--- config.mk ---
export PLATFORM = sky130hd
export DESIGN_NAME = otter_pc_unit
export DESIGN_NICKNAME = d
export VERILOG_FILES = /design/src/rtl/otter_pc_unit.sv
export SDC_FILE = /design/constraint.sdc
export NUM_CORES = 1
export LEC_CHECK = 0
export CAP_MARGIN = 20
export CORE_MARGIN = 2
export CORE_UTILIZATION = 41
export CTS_CLUSTER_SIZE = 20
export DETAILED_ROUTE_END_ITERATION = 8
export PLACE_DENSITY = 0.78
export SLEW_MARGIN = 0
export SYNTH_ARGS = -nofsm -noshare
export SYNTH_HDL_FRONTEND = slang
export SYNTH_SLANG_ARGS = --single-unit
--- constraint.sdc ---
create_clock -name CLK -period 2.9 [get_ports CLK]
set_input_delay 0.58 -clock CLK [delete_from_list [all_inputs] [get_ports CLK]]
set_output_delay 0.58 -clock CLK [all_outputs]
set_load 0.02 [all_outputs]
--- src/rtl/otter_pc_unit.sv ---
// Program counter for the OTTER MCU: picks the next PC from NUM_SRC candidates and buffers redirects seen during a stall.
// It traps misaligned targets to TRAP_VEC and flags out-of-range select codes instead of loading them.
module otter_pc_unit #(
  parameter int unsigned      WIDTH     = 32,
  parameter int unsigned      NUM_SRC   = 4,
  parameter logic [WIDTH-1:0] RESET_VEC = '0,
  localparam int unsigned     SELW      = (NUM_SRC > 1) ? $clog2(NUM_SRC) : 1
) (
  input  logic                     CLK,
  input  logic                     RST,
  input  logic [NUM_SRC*WIDTH-1:0] PC_SRC,
  input  logic [SELW-1:0]          PC_SEL,
  input  logic                     REDIRECT,
  input  logic                     PC_WRITE,
  input  logic [WIDTH-1:0]         TRAP_VEC,
  input  logic                     CLR_ERR,
  output logic [WIDTH-1:0]         PC,
  output logic [WIDTH-1:0]         PC_PLUS4,
  output logic                     PENDING,
  output logic                     MISALIGN,
  output logic                     SEL_ERR
);

  logic [WIDTH-1:0] pc_q, pc_d;
  logic [WIDTH-1:0] pend_t_q, pend_t_d;
  logic             pending_q, pending_d;
  logic             misalign_q, misalign_d;

  logic             sel_ok;
  logic [WIDTH-1:0] mux_t;
  logic [WIDTH-1:0] tgt;
  logic             tgt_vld;
  logic             trap;

  // Widen by one bit so NUM_SRC itself (e.g. 16 with SELW=4) is representable.
  assign sel_ok = ({1'b0, PC_SEL} < (SELW+1)'(NUM_SRC));

  always_comb begin
    mux_t = '0;
    for (int k = 0; k < int'(NUM_SRC); k++) begin
      if (PC_SEL == SELW'(k)) mux_t = PC_SRC[k*WIDTH +: WIDTH];
    end
  end

  always_comb begin
    pc_d       = pc_q;
    pend_t_d   = pend_t_q;
    pending_d  = pending_q;
    misalign_d = misalign_q;
    trap       = 1'b0;

    // Fresh redirect first, then the buffered one, then an ordinary select.
    tgt_vld = sel_ok || pending_q;
    if (REDIRECT && sel_ok)  tgt = mux_t;
    else if (pending_q)      tgt = pend_t_q;
    else                     tgt = mux_t;

    if (PC_WRITE) begin
      if (tgt_vld) begin
        if (tgt[1:0] != 2'b00) begin
          pc_d = TRAP_VEC;
          trap = 1'b1;
        end else begin
          pc_d = tgt;
        end
        pending_d = 1'b0;
      end
    end else if (REDIRECT && sel_ok) begin
      pend_t_d  = mux_t;
      pending_d = 1'b1;
    end

    if (trap)         misalign_d = 1'b1;
    else if (CLR_ERR) misalign_d = 1'b0;
  end

  always_ff @(posedge CLK or posedge RST) begin
    if (RST) begin
      pc_q       <= RESET_VEC;
      pend_t_q   <= '0;
      pending_q  <= 1'b0;
      misalign_q <= 1'b0;
    end else begin
      pc_q       <= pc_d;
      pend_t_q   <= pend_t_d;
      pending_q  <= pending_d;
      misalign_q <= misalign_d;
    end
  end

  assign PC       = pc_q;
  assign PC_PLUS4 = pc_q + WIDTH'(4);
  assign PENDING  = pending_q;
  assign MISALIGN = misalign_q;
  assign SEL_ERR  = !sel_ok;

endmodule

==> impl_metrics.toml <==
[run_status]
status = "finished, final reports clean"

[clocking]
cts.clk_slew.worst_paths_ns = 0.07
cts_made_buffers = 9
post_cts_buffers = 0
clock_sinks = 66
cts_hold_buf = 0
worstSkewPairLatency_ns = 0.33
cts-root-buf = "clkbuf_8"
cts_tree = "done"
clockBufferDepth = 2
htree_levels = 3

[placement]
dp_hpwl_um = 11610
placed_area_um2 = 7033
dp.cells = 771
place_congestion = 0.8897
port_buffers = 232
dp_slack_ns = 0.2118

[drt]
wl_per_cell_um = 19.68
drt_first_pass_iters = 5
drc_errors = 0
routed_via_density = 5.696
drtIter0Drc = 211
ant_nets = 0
wl_um = 15490
vias = 4483

[cells_and_area]
finalNonFillerCells = 787
area_growth_pct = 57.76
seqCellArea_um2 = 1652
multiInputGateArea_um2 = 2571
drive_gt1_share_pct = 16.54
diodes = 0
final_nets = 810
design_area_um2 = 7177
nFillCells = 860

[global_route]
grt_pass1_vias = 4729
grt-ovfl-total = 0
grt_usage_pct = 25.78
grt_max_degree = 67
antenna_found_initial = 0
grt_pass1_wl_um = 23620

[timing]
worst_slew_pin_slew_ns = 0.7605
finalSetupViolCount = 0
min_period_over_period_pct = 96.85
fin_crit_ns = 2.809
relSlewSlack_pct = 49.30
fin_skew_ns = 0.01092
finalMaxSlewViolations = 0
hold_viol_final = 0
max_freq_ghz = 0.3560
grt_setup_unrepaired = "false"
fin_setup_tns_ns = 0
setup_ws_ns = 0.09130

[die]
ios = 234
die_area_um2 = 11950
core_um2 = 10840
die_width_um = 109.3
initial_core_util_pct = 41.97
std_cell_rows = 38
die_y_um = 109.3

[logic_synthesis]
synth.avg_cell_area_um2 = 10.73
syn-cell-area_um2 = 4549
synth_most_common_cell = "dfrtp_1"
synth_top_area_share_pct = 36.30
async_flop_share_pct = 100.0
synthTopCellsByCount = "dfrtp_1 (66), nand4_1 (43), inv_1 (34)"
synth_ff_type = "dfrtp_1"
synthTopCellsByArea = "dfrtp_1 (36%), mux4_2 (16%), mux2_2 (7.9%)"
synth_nets = 592
synth_cell_type_count = 33
ys_seq_elements = 66
synthCells = 424
synth_warnings = 0
ys_seq_area_share_pct = 36.30
synth_top_area_cell = "dfrtp_1"
synth_edf_count = 0

[critical_path]
cpMostUsedCell = "and4_1"
startpoint_type = "register"
crit_arrival_ns = 2.23
cp_max_fo = 12
cp-end-kind = "output pin"
critPathKind = "register to output pin"
worstPathRequired_ns = 2.32
crit_buf_inv = 2
slowest_stage = "clkdlybuf4s50_1"
path_cells = "and4_1 -> and4_1 -> buf_4 -> xnor2_1 -> clkdlybuf4s50_1"
critPathTopFamily = "buffers and inverters"
cpPeakStageDelay_ns = 0.63

[min_path]
hold_class = "register to register"

[power_and_ir_drop]
leakagePower_nw = 2.778
power_mw = 3.171
vdd_drop_max_uv = 214.0
p_per_area_nw_per_um2 = 441.9

[flow_run]
drv_cap = 0
what timing repair did:
action                     4_1_cts  5_1_grt
hold endpoints to repair         0        0
setup endpoints to repair       20        3
pin swaps                        0        1
gates resized for setup         20        2
gates cloned                     0        0
area by class of cell:
| class | count | area share (%) |
|---|---|---|
| Clock buffer | 13 | 2.075 |
| Clock inverter | 3 | 0.2092 |
| Inverter | 34 | 1.778 |
| Multi-Input combinational cell | 279 | 35.83 |
| Sequential cell | 66 | 23.01 |
| Tap cell | 140 | 2.441 |
| Timing Repair Buffer | 252 | 34.66 |
sequential cells by signal, indices dropped and copies added (netlist names):
signal    cells
MISALIGN      1
PC           32
PENDING       1
pend_t_q     32
report_power, final:
| group | switching [mW] | internal, mW | total (mW) | leakage, nW |
|---|---|---|---|---|
| logic | 0.577 | 0.700 | 1.28 | 1.90 |
| registers | 0.150 | 1.08 | 1.23 | 0.790 |
| clock network | 0.332 | 0.331 | 0.663 | 0.0872 |
| total | 1.06 | 2.11 | 3.17 | 2.78 |
metrics by stage:
stage,utilization (%),hold slack [ns]
final,66.21,0.5120
after global routing,66.21,0.5263
after CTS,66.16,0.5153
after detailed placement,64.88,0.4961
after global placement,64.88,0.4897
after floorplan,-,0.4812
path summary, 6_finish.rpt:
path                         startpoint           end  slack, ns  depth (start not counted)
max                               PC[5]   PC_PLUS4[9]       0.09                          5
min                        pend_t_q[27]  pend_t_q[27]       0.51                          1
max reg2reg                 pend_t_q[0]        PC[14]       1.08                          5
min reg2reg                pend_t_q[27]  pend_t_q[27]       0.51                          1
max in group asynchronous           RST        PC[30]       1.95                          3
min in group asynchronous           RST        PC[14]       0.63                          3
metal layers:
metal | GRT usage (%) | part of all wire, % | vias up
li1 | - | - | 2047
met5 | 0 | 0 | -
met4 | 9.946 | 2.2 | 0
met3 | 3.794 | 7.6 | 26
met1 | 30.50 | 38 | 2194
met2 | 46.96 | 52 | 216
kinds of logic (layout without fill, tap and decap cells):
family	count (synthesis)	count (layout)	synth area share (%)
muxes	65	65	24.26
DFF	66	66	36.30
buffers and inverters	79	302	7.453
other	1	1	0.08243
xor gates and xnor gates	28	28	5.391
AOI/OAI and AO/OA	91	91	14.60
adders and majority gates	1	1	0.2750
and+or+nand+nor	93	93	11.63
cells in the final DEF, fill, tap and decap left out, drive strengths merged, types with 27 or more instances in the layout:
master and n:
clkdlybuf4s50 207, xnor2 27, o21a 28, nand4 43
mux2 32, o221ai 28, dfrtp 66, mux4 33
o21ai 30, inv 34
(Power assumes the default switching activity.)
